`src/rtl/control_fsm_if.sv`:
```
// Handshake bundle between the decoder/memory/interrupt side and control_fsm.
// Master drives the request side; the FSM (slave) drives the strobes and status.
interface control_fsm_if;
    logic       run;
    logic [2:0] op_class;
    logic       set_flags;
    logic       cond_pass;
    logic       mem_ready;
    logic       irq_req;
    logic       primask;

    logic       wr_en;
    logic       cu_decode;
    logic       ld_sp;
    logic       ld_lr;
    logic       ld_pc;
    logic       ld_rd;
    logic       ld_apsr;
    logic       ld_ipsr;
    logic       ld_primask;
    logic       fault;
    logic [5:0] exc_num;
    logic [2:0] state;

    modport master (
        output run, op_class, set_flags, cond_pass, mem_ready, irq_req, primask,
        input  wr_en, cu_decode, ld_sp, ld_lr, ld_pc, ld_rd, ld_apsr, ld_ipsr,
               ld_primask, fault, exc_num, state
    );

    modport slave (
        input  run, op_class, set_flags, cond_pass, mem_ready, irq_req, primask,
        output wr_en, cu_decode, ld_sp, ld_lr, ld_pc, ld_rd, ld_apsr, ld_ipsr,
               ld_primask, fault, exc_num, state
    );
endinterface

```
`src/rtl/control_fsm.sv`:
```
// Instruction sequencer: FETCH/DECODE/EXEC with optional MEM/WB, plus exception entry.
// All outputs decode from registered state and latched instruction fields only.
module control_fsm #(
    parameter int MEM_TIMEOUT = 15
) (
    input  logic         clk,
    input  logic         rst_n,
    control_fsm_if.slave cif
);
    typedef enum logic [2:0] {
        S_IDLE   = 3'd0,
        S_FETCH  = 3'd1,
        S_DECODE = 3'd2,
        S_EXEC   = 3'd3,
        S_MEM    = 3'd4,
        S_WB     = 3'd5,
        S_EXC    = 3'd6
    } state_e;

    localparam logic [2:0] OP_NOP   = 3'd0;
    localparam logic [2:0] OP_ALU   = 3'd1;
    localparam logic [2:0] OP_LOAD  = 3'd2;
    localparam logic [2:0] OP_STORE = 3'd3;
    localparam logic [2:0] OP_BR    = 3'd4;
    localparam logic [2:0] OP_BL    = 3'd5;
    localparam logic [2:0] OP_MSR   = 3'd6;
    localparam logic [2:0] OP_UNDEF = 3'd7;

    localparam logic [3:0] TO_LAST   = 4'(MEM_TIMEOUT - 1);
    localparam logic [5:0] EXC_FAULT = 6'd3;
    localparam logic [5:0] EXC_IRQ   = 6'd16;

    state_e     state_q, state_d;
    logic [2:0] op_q, op_d;
    logic       sf_q, sf_d;
    logic       cp_q, cp_d;
    logic [3:0] cnt_q, cnt_d;
    logic       fault_q, fault_d;
    logic [5:0] exc_q, exc_d;

    logic end_now, flt;
    logic wr_en, cu_decode, ld_sp, ld_lr, ld_pc, ld_rd, ld_apsr, ld_ipsr, ld_primask;

    always_ff @(posedge clk or negedge rst_n) begin
        if (!rst_n) begin
            state_q <= S_IDLE;
            op_q    <= 3'd0;
            sf_q    <= 1'b0;
            cp_q    <= 1'b0;
            cnt_q   <= 4'd0;
            fault_q <= 1'b0;
            exc_q   <= 6'd0;
        end else begin
            state_q <= state_d;
            op_q    <= op_d;
            sf_q    <= sf_d;
            cp_q    <= cp_d;
            cnt_q   <= cnt_d;
            fault_q <= fault_d;
            exc_q   <= exc_d;
        end
    end

    always_comb begin
        state_d    = state_q;
        op_d       = op_q;
        sf_d       = sf_q;
        cp_d       = cp_q;
        cnt_d      = cnt_q;
        fault_d    = fault_q;
        exc_d      = exc_q;
        end_now    = 1'b0;
        flt        = 1'b0;
        wr_en      = 1'b0;
        cu_decode  = 1'b0;
        ld_sp      = 1'b0;
        ld_lr      = 1'b0;
        ld_pc      = 1'b0;
        ld_rd      = 1'b0;
        ld_apsr    = 1'b0;
        ld_ipsr    = 1'b0;
        ld_primask = 1'b0;

        case (state_q)
            S_IDLE: if (cif.run) state_d = S_FETCH;
            S_FETCH: begin
                ld_pc   = 1'b1;
                state_d = S_DECODE;
            end
            S_DECODE: begin
                cu_decode = 1'b1;
                state_d   = S_EXEC;
                op_d      = cif.op_class;
                sf_d      = cif.set_flags;
                cp_d      = cif.cond_pass;
            end
            S_EXEC: begin
                if (!cp_q) begin
                    end_now = 1'b1;
                end else begin
                    case (op_q)
                        OP_ALU: begin
                            ld_rd   = 1'b1;
                            ld_apsr = sf_q;
                            end_now = 1'b1;
                        end
                        OP_LOAD, OP_STORE: begin
                            state_d = S_MEM;
                            cnt_d   = 4'd0;
                        end
                        OP_BR: begin
                            ld_pc   = 1'b1;
                            end_now = 1'b1;
                        end
                        OP_BL: begin
                            ld_pc   = 1'b1;
                            ld_lr   = 1'b1;
                            end_now = 1'b1;
                        end
                        OP_MSR: begin
                            ld_primask = 1'b1;
                            end_now    = 1'b1;
                        end
                        OP_UNDEF: flt = 1'b1;
                        default:  end_now = 1'b1;
                    endcase
                end
            end
            S_MEM: begin
                wr_en = (op_q == OP_STORE);
                // A ready in the last allowed cycle still completes the access.
                if (cif.mem_ready) begin
                    if (op_q == OP_LOAD) state_d = S_WB;
                    else                 end_now = 1'b1;
                end else begin
                    cnt_d = cnt_q + 4'd1;
                    if (cnt_q == TO_LAST) flt = 1'b1;
                end
            end
            S_WB: begin
                ld_rd   = 1'b1;
                end_now = 1'b1;
            end
            S_EXC: begin
                ld_sp   = 1'b1;
                ld_lr   = 1'b1;
                ld_ipsr = 1'b1;
                ld_pc   = 1'b1;
                state_d = S_FETCH;
            end
            default: state_d = S_IDLE;
        endcase

        // Faults outrank interrupts; interrupts are only considered at instruction end.
        if (flt) begin
            state_d = S_EXC;
            fault_d = 1'b1;
            exc_d   = EXC_FAULT;
        end else if (end_now) begin
            if (cif.irq_req && !cif.primask) begin
                state_d = S_EXC;
                exc_d   = EXC_IRQ;
            end else if (cif.run) begin
                state_d = S_FETCH;
            end else begin
                state_d = S_IDLE;
            end
        end
    end

    assign cif.wr_en      = wr_en;
    assign cif.cu_decode  = cu_decode;
    assign cif.ld_sp      = ld_sp;
    assign cif.ld_lr      = ld_lr;
    assign cif.ld_pc      = ld_pc;
    assign cif.ld_rd      = ld_rd;
    assign cif.ld_apsr    = ld_apsr;
    assign cif.ld_ipsr    = ld_ipsr;
    assign cif.ld_primask = ld_primask;
    assign cif.fault      = fault_q;
    assign cif.exc_num    = exc_q;
    assign cif.state      = state_q;
endmodule

```
`src/flat_wrapper.sv`:
```
// flat-port wrapper written by rule: the top's interface ports become plain ports
module control_fsm_flat 
#(
    parameter int MEM_TIMEOUT = 15
)
  (clk, rst_n, cif_run, cif_op_class, cif_set_flags, cif_cond_pass, cif_mem_ready, cif_irq_req, cif_primask, cif_wr_en, cif_cu_decode, cif_ld_sp, cif_ld_lr, cif_ld_pc, cif_ld_rd, cif_ld_apsr, cif_ld_ipsr, cif_ld_primask, cif_fault, cif_exc_num, cif_state);
  control_fsm_if cif_i ();
  input  logic clk;
  input  logic rst_n;
  input wire logic [$bits(cif_i.run)-1:0] cif_run;
  input wire logic [$bits(cif_i.op_class)-1:0] cif_op_class;
  input wire logic [$bits(cif_i.set_flags)-1:0] cif_set_flags;
  input wire logic [$bits(cif_i.cond_pass)-1:0] cif_cond_pass;
  input wire logic [$bits(cif_i.mem_ready)-1:0] cif_mem_ready;
  input wire logic [$bits(cif_i.irq_req)-1:0] cif_irq_req;
  input wire logic [$bits(cif_i.primask)-1:0] cif_primask;
  output wire logic [$bits(cif_i.wr_en)-1:0] cif_wr_en;
  output wire logic [$bits(cif_i.cu_decode)-1:0] cif_cu_decode;
  output wire logic [$bits(cif_i.ld_sp)-1:0] cif_ld_sp;
  output wire logic [$bits(cif_i.ld_lr)-1:0] cif_ld_lr;
  output wire logic [$bits(cif_i.ld_pc)-1:0] cif_ld_pc;
  output wire logic [$bits(cif_i.ld_rd)-1:0] cif_ld_rd;
  output wire logic [$bits(cif_i.ld_apsr)-1:0] cif_ld_apsr;
  output wire logic [$bits(cif_i.ld_ipsr)-1:0] cif_ld_ipsr;
  output wire logic [$bits(cif_i.ld_primask)-1:0] cif_ld_primask;
  output wire logic [$bits(cif_i.fault)-1:0] cif_fault;
  output wire logic [$bits(cif_i.exc_num)-1:0] cif_exc_num;
  output wire logic [$bits(cif_i.state)-1:0] cif_state;
  assign cif_i.run = cif_run;
  assign cif_i.op_class = cif_op_class;
  assign cif_i.set_flags = cif_set_flags;
  assign cif_i.cond_pass = cif_cond_pass;
  assign cif_i.mem_ready = cif_mem_ready;
  assign cif_i.irq_req = cif_irq_req;
  assign cif_i.primask = cif_primask;
  assign cif_wr_en = cif_i.wr_en;
  assign cif_cu_decode = cif_i.cu_decode;
  assign cif_ld_sp = cif_i.ld_sp;
  assign cif_ld_lr = cif_i.ld_lr;
  assign cif_ld_pc = cif_i.ld_pc;
  assign cif_ld_rd = cif_i.ld_rd;
  assign cif_ld_apsr = cif_i.ld_apsr;
  assign cif_ld_ipsr = cif_i.ld_ipsr;
  assign cif_ld_primask = cif_i.ld_primask;
  assign cif_fault = cif_i.fault;
  assign cif_exc_num = cif_i.exc_num;
  assign cif_state = cif_i.state;
  control_fsm #(.MEM_TIMEOUT(MEM_TIMEOUT)) u_core (.clk(clk), .rst_n(rst_n), .cif(cif_i));
endmodule
```
`config.mk`:
```
export PLATFORM = sky130hd
export DESIGN_NAME = control_fsm_flat
export DESIGN_NICKNAME = d
export VERILOG_FILES = /design/src/rtl/control_fsm_if.sv /design/src/rtl/control_fsm.sv /design/src/flat_wrapper.sv
export SDC_FILE = /design/constraint.sdc
export NUM_CORES = 1
export LEC_CHECK = 0
export CAP_MARGIN = 0
export CORE_MARGIN = 3
export CORE_UTILIZATION = 45
export CTS_CLUSTER_DIAMETER = 200
export CTS_CLUSTER_SIZE = 12
export DETAILED_ROUTE_END_ITERATION = 10
export GPL_ROUTABILITY_DRIVEN = 1
export PLACE_DENSITY = 0.76
export SETUP_SLACK_MARGIN = 0.2
export SYNTH_ARGS = -nofsm -noshare
export SYNTH_HDL_FRONTEND = slang
export SYNTH_SLANG_ARGS = --single-unit
```
`constraint.sdc`:
```
create_clock -name clk -period 2.1 [get_ports clk]
set_input_delay 0.21 -clock clk [delete_from_list [all_inputs] [get_ports clk]]
set_output_delay 0.21 -clock clk [all_outputs]
set_load 0.005 [all_outputs]
```
==> results.md, run 1 <==
* Status: finished, final reports clean
* Logic pwr share at 0.595
* Area growth syn-to-layout at 46.0%
* Setup WS pre-CTS at 0.237 ns
* Fin crit share at 0.858
* Starting Density at 0.507
* Clk Tree Root Cell: clkbuf_4
* Initial antenna violation count at 0
* Yosys top cell area share at 0.402
* RSZ-0062 raised after global routing: no
* DP HPWL at 1.63 mm
* Largest net degree at the start of global routing at 16
* PortBufs at 26
* Synth top area cells: dfrtp_1 40%, o21ai_0 5.9%, mux2_2 4.8%
* Placed instance area at 1210 µm²
* Total number of vias at 905
* DRT antenna net count at 0
* Die height at 51.5 µm
* Max Slew Vio Count at 0
* Die width at 51.5 µm
* Vias/cell at 5.52
* CTS Sinks at 15
* Hold_buf cts at 0
* Design Power at 1.78 mW
* Net Switching at 709 µW
* DRC Markers at 0
* Layout Nets at 153
* FP Rows at 15
* Total CTS buffers at 3
* Distinct cells, synth at 39
* Layout cell share with drive strength beyond 1 at 0.245
* Design area at 1360 µm²
* Worst-Skew Late Latency at 0.29 ns
* Flop pwr share at 0.309
* All-Layer GR Usage at 0.204
* Sw frac at 0.399
* Synth area leader: dfrtp_1
* Yosys reg bits at 15
* Pwr per Cell Area at 1310 nW/µm²
* GPL Wtd Cong at 0.802
* Io pins at 30
* Clock power frac at 0.096
* Vias in the first global route at 843
* H-tree Lvls at 1
* Setup tns final at 0 ns
* Seq/Total Area, Yosys at 0.402
* Worst-Margin Slew at 0.704 ns
* Synth async-reset ratio at 1.00
* Final setup viols at 0
* First-pass GRT wire length at 4.00 mm
* Slew HR at 0.529
* Die area at 2660 µm²
* TritonCTS clock tree: done
* Fin worst setup slack at 0.297 ns
* Post-synth top cells: 15 x dfrtp_1, 11 x o21ai_0, 10 x nand2_1, 8 x a21oi_1, 6 x inv_1
* Internal power at 1.07 mW
* Min cycle time layout at 1.80 ns
* Hold Worst Slack at 0.329 ns
* Most used DFF post-synth: dfrtp_1
* Crit path DAT at 1.59 ns
* Iteration-0 DRC Markers at 18
* N_diodes at 0
* CP required at 1.89 ns
* Gate Count Post-Synth at 101
* Clk_skew at 0.00932 ns
* Bufs on Longest Clock Path at 2
* Syn avg cell area at 9.24 µm²
* P_leak at 0.672 nW
* Area of the core at 1840 µm²
* Mapped Area at 933 µm²
* WL final at 2.56 mm
* Gr ovfl total at 0
* Post-synth EDFFs at 0
* Startpoint types: flop
* Worst min-delay path class: input pin to asynchronous set/reset pin
* Critical path class: flop to primary output
* Crit. End Element: primary output
* Max IR drop VDD at 781 µV
* Max Cap Viol at 0
* Drt wl/cell at 15.6 µm
* CTS clk-pin slew, worst paths at 0.09 ns
* Most common cell in the synthesized netlist: dfrtp_1
* Hold Violations, Final at 0
* Achievable Freq at 555 MHz
* Ys Warns at 0
* CP Max Fanout at 6
* DR pass1 iterations at 4
timing repair:
item | 4_1_cts | 5_1_grt
cloned | 0 | 0
setup buffers | 7 | 3
pin swaps | 1 | 0
resized for setup | 11 | 11
endpoints found under the setup margin | 7 | 9
worst max-delay path: stages (launching register included):
cell and delay (ns):
dfrtp_2 0.47, or3b_1 0.39, nor3_1 0.18, dlygate4sd2_1 0.26
registers in the layout (all words and copies together), names as in the netlist:
signal	cells
u_core.cif.fault	1
u_core.cif.state	3
u_core.cif.exc_num	2
u_core.cp_q	1
u_core.sf_q	1
u_core.op_q	3
u_core.cnt_q	4
final timing paths:
check	start	slack, ns	cells after the start	end
hold / removal	rst_n	0.33	1	u_core.cif.state[2]
setup reg to reg	u_core.cif.state[1]	0.36	4	u_core.cif.exc_num[1]
setup / recovery	u_core.cif.state[1]	0.30	3	cif_wr_en
hold reg to reg	u_core.cnt_q[3]	0.49	1	u_core.cnt_q[3]
max in group asynchronous	rst_n	1.27	1	u_core.op_q[1]
min in group clk	u_core.cnt_q[3]	0.49	1	u_core.cnt_q[3]
per-layer routing:
| layer | wire, µm | vias up | part of all wire | global-route usage |
|---|---|---|---|---|
| li1 | - | 436 | - | - |
| met1 | 1140 | 438 | 0.45 | 0.258 |
| met2 | 1220 | 26 | 0.48 | 0.328 |
| met3 | 142 | 5 | 0.055 | 0.0487 |
| met4 | 48 | 0 | 0.019 | 0.0917 |
| met5 | 0 | - | 0 | 0 |
cell usage in the layout (no fill, tap or decap), drive strengths merged, types with 5 or more instances in the layout:
cell type,synthesis,final
clkdlybuf4s50,0,17
buf,7,15
dfrtp,15,15
o21ai,11,11
nand2,10,10
a21oi,8,8
inv,6,6
dlymetal6s2s,0,5
cell families after synthesis:
logic type      share of synthesized area
flops                               0.402
buf+inv                            0.0898
other cells                       0.00402
fa+ha+maj                          0.0268
compound gates                      0.192
xor+xnor                          0.00939
simple gates                        0.217
mux                                0.0590
metrics by stage:
stage / utilization / instances
finish: 0.741 / 164
global placement: 0.657 / 150
CTS: 0.706 / 161
global route: 0.741 / 164
floorplan: - / 103
detailed placement: 0.657 / 150
power groups by stage:
stage / logic, mW / clock network [mW] / registers, mW
after floorplan: 0.523 / 0 / 0.519
after global placement: 0.817 / 0 / 0.553
after detailed placement: 0.829 / 0 / 0.564
after CTS: 0.969 / 0.173 / 0.532
after global routing: 1.16 / 0.193 / 0.565
final: 1.06 / 0.171 / 0.549
final cells by class:
type / count / area [µm²]
Timing Repair Buffer: 41 / 388
Multi-Input combinational cell: 73 / 514
Tap cell: 25 / 31.3
Inverter: 6 / 22.5
Fill cell: 156 / 477
Sequential cell: 15 / 380
Clock buffer: 4 / 26.3
(Power assumes the default switching activity.)
==> run 2, diff against run 1 <==
--- a/config.mk
+++ b/config.mk
@@ -7,13 +7,12 @@
 export LEC_CHECK = 0
 export CAP_MARGIN = 0
 export CORE_MARGIN = 3
-export CORE_UTILIZATION = 45
+export CORE_UTILIZATION = 46
 export CTS_CLUSTER_DIAMETER = 200
 export CTS_CLUSTER_SIZE = 12
 export DETAILED_ROUTE_END_ITERATION = 10
 export GPL_ROUTABILITY_DRIVEN = 1
-export PLACE_DENSITY = 0.76
-export SETUP_SLACK_MARGIN = 0.2
+export PLACE_DENSITY = 0.78
 export SYNTH_ARGS = -nofsm -noshare
 export SYNTH_HDL_FRONTEND = slang
 export SYNTH_SLANG_ARGS = --single-unit
==> constraint.sdc (replaced) <==
create_clock -name clk -period 2.3 [get_ports clk]
set_input_delay 0.23 -clock clk [delete_from_list [all_inputs] [get_ports clk]]
set_output_delay 0.23 -clock clk [all_outputs]
set_load 0.005 [all_outputs]
==> run 2 against run 1 <==
Effect of this change: clock-buffer cell count shrank 1; core utilization is 5.6 points lower; setup slack got worse by 0.22 ns; hold slack gained 0.030 ns; first-iteration DRC count up 22%; largest power group unchanged.
==> results.md, run 2 (synthesis gave the netlist of run 1 again) <==
* Status: finished, final reports clean
* Clock power frac at 0.106 (+0.010)
* WL met3 at 165 µm (+16%)
* Min cycle time layout at 2.23 ns
* Starting Density at 0.513 (+0.00523)
* Logic pwr share at 0.542 (-0.053)
* Die height at 51.0 µm (-0.97%)
* P_leak at 0.517 nW (-23%)
* Layout Nets at 144 (-5.9%)
* All-Layer GR Usage at 0.192 (-0.0122)
* Non-filler instance count after layout at 155 (-5.5%)
* Internal power at 874 µW (-18%)
* PortBufs at 26 (unchanged)
* DRC Markers at 0 (unchanged)
* Flop pwr share at 0.352 (+0.043)
* Bufs on Longest Clock Path at 2 (unchanged)
* Crit path DAT at 2.00 ns (+0.41 ns)
* Io pins at 30 (unchanged)
* Met2 wire length at 1.09 mm (-11%)
* Iteration-0 DRC Markers at 22 (+4)
* Setup tns final at 0 ns (unchanged)
* Area of the multi-input gates at 483 µm² (-6.1%)
* Worst-Skew Late Latency at 0.28 ns (about the same)
* Sequential Area at 377 µm² (-0.99%)
* Largest net degree at the start of global routing at 16 (unchanged)
* Clk_skew at 0.00146 ns (-0.00786 ns)
* DP HPWL at 1.68 mm (+3.4%)
* Hold Worst Slack at 0.359 ns (+0.0303 ns)
* Area growth syn-to-layout at 33.5%
* Vias/cell at 5.69 (+3.1%)
* Critical path class: flop to primary output
* Fillers at 154 (-1.3%)
* Initial antenna violation count at 0 (unchanged)
* Max Slew Vio Count at 0 (unchanged)
* Layout cell share with drive strength beyond 1 at 0.154 (-0.0908)
* Placed instance area at 1200 µm² (-0.62%)
* Worst min-delay path class: input pin to asynchronous set/reset pin
* N_diodes at 0 (unchanged)
* Drt wl/cell at 14.5 µm (-7.1%)
* Design area at 1250 µm² (-8.5%)
* Largest register FFs at 4 (unchanged)
* Top Layer Used: met4
* Sw frac at 0.397 (-0.00211)
* CP Max Fanout at 8 (+2)
* Net Switching at 575 µW (-19%)
* H-tree Lvls at 1 (unchanged)
* Max IR drop VDD at 692 µV (-11%)
* Fin crit share at 0.968
* Flop2flop setup slack at 0.43 ns (+0.07 ns)
* Area of the core at 1820 µm² (-1.0%)
* Vias in the first global route at 844 (+0.12%)
* WL final at 2.25 mm (-12%)
* Gr ovfl total at 0 (unchanged)
* Slew HR at 0.527 (-0.00194)
* TritonCTS clock tree: done
* First-pass GRT wire length at 3.81 mm (-4.7%)
* Metal-1 WL at 958 µm (-16%)
* Pwr per Cell Area at 1160 nW/µm² (-11%)
* Clk Tree Root Cell: clkbuf_4
* FP Rows at 15 (unchanged)
* DRT antenna net count at 0 (unchanged)
* Startpoint types: flop
* Die area at 2610 µm² (-1.9%)
* Final setup viols at 0 (unchanged)
* Placed Cells at 149 (-0.67%)
* DR pass1 iterations at 4 (unchanged)
* Total number of vias at 882 (-2.5%)
* CTS Sinks at 15 (unchanged)
* Commonest cells after routing, fill and taps aside: 26 x clkdlybuf4s50_1, 14 x dfrtp_1, 11 x o21ai_0
* Largest Register: u_core.cnt_q
* Leading cell type in the layout, fill and taps excluded: clkdlybuf4s50_1
* Hold Violations, Final at 0 (unchanged)
* CP required at 2.07 ns (+0.18 ns)
* Total CTS buffers at 3 (unchanged)
* CTS clk-pin slew, worst paths at 0.09 ns (about the same)
* Worst-Margin Slew at 0.707 ns (+0.00290 ns)
* Achievable Freq at 449 MHz
* Max Cap Viol at 0 (unchanged)
* GPL Wtd Cong at 0.870 (+8.4%)
* Crit. End Element: primary output
* Die width at 51.0 µm (-0.97%)
## run 2: layout make-up
class | count | share of cell area
repair buffers | 32 | 0.245
clock buffers | 3 | 0.0181
multi-input cells | 73 | 0.388
clock inverters | 1 | 0.00402
inverters | 6 | 0.0181
well taps | 25 | 0.0251
flip-flops and latches | 15 | 0.302
## run 2: final timing paths
kind	start	endpoint	cells after the start
max	u_core.cif.state[0]	cif_wr_en	4
min	rst_n	u_core.cif.state[1]	1
max reg2reg	u_core.cif.state[0]	u_core.cif.exc_num[1]	5
min reg2reg	u_core.cif.fault	u_core.cif.fault	1
max in group asynchronous	rst_n	u_core.cif.state[0]	1
min in group clk	u_core.cif.fault	u_core.cif.fault	1
## run 2: per-stage QoR
step | utilization | setup WS [ns] | total power, mW
floorplan | - | 0.588 | 0.952
global placement | 0.660 | 0.371 | 1.23
detailed placement | 0.660 | 0.269 | 1.26
CTS | 0.676 | 0.0524 | 1.42
global route | 0.685 | -0.00460 | 1.56
finish | 0.685 | 0.0746 | 1.45
## run 2: what timing repair did
item / 4_1_cts / 5_1_grt
buffers inserted: 0 / 2
endpoints found under the setup margin: 1 / 1
resized for setup: 1 / 1
hold buffers: 0 / 0
## run 2: power groups by stage
| stage | registers (mW) | clock network (mW) | logic (mW) |
|---|---|---|---|
| 6_report | 0.510 | 0.154 | 0.785 |
| 5_1_grt | 0.524 | 0.169 | 0.872 |
| 4_1_cts | 0.512 | 0.158 | 0.748 |
| 3_5_place_dp | 0.515 | 0 | 0.742 |
| 3_3_place_gp | 0.509 | 0 | 0.725 |
| 2_1_floorplan | 0.474 | 0 | 0.478 |
## run 2: critical path, cell delays in order (launching register included)
cell and delay [ns]:
dfrtp_2 0.47, buf_4 0.16, or3b_1 0.39, nor3_1 0.17, clkdlybuf4s50_1 0.52
## run 2: routing by layer
metal  vias up  GRT usage
met3         6     0.0233
met1       421      0.241
met2        42      0.318
li1        413          -
met4         0      0.103
met5         -          0
==> run 3, diff against run 2 <==
--- a/config.mk
+++ b/config.mk
@@ -11,7 +11,8 @@
 export CTS_CLUSTER_DIAMETER = 200
 export CTS_CLUSTER_SIZE = 12
 export DETAILED_ROUTE_END_ITERATION = 10
-export GPL_ROUTABILITY_DRIVEN = 1
+export GPL_ROUTABILITY_DRIVEN = 0
+export HOLD_SLACK_MARGIN = 0.02
 export PLACE_DENSITY = 0.78
 export SYNTH_ARGS = -nofsm -noshare
 export SYNTH_HDL_FRONTEND = slang
==> results of run 3 <==
No change in the layout: final DEF, timing and power equal those of run 2.
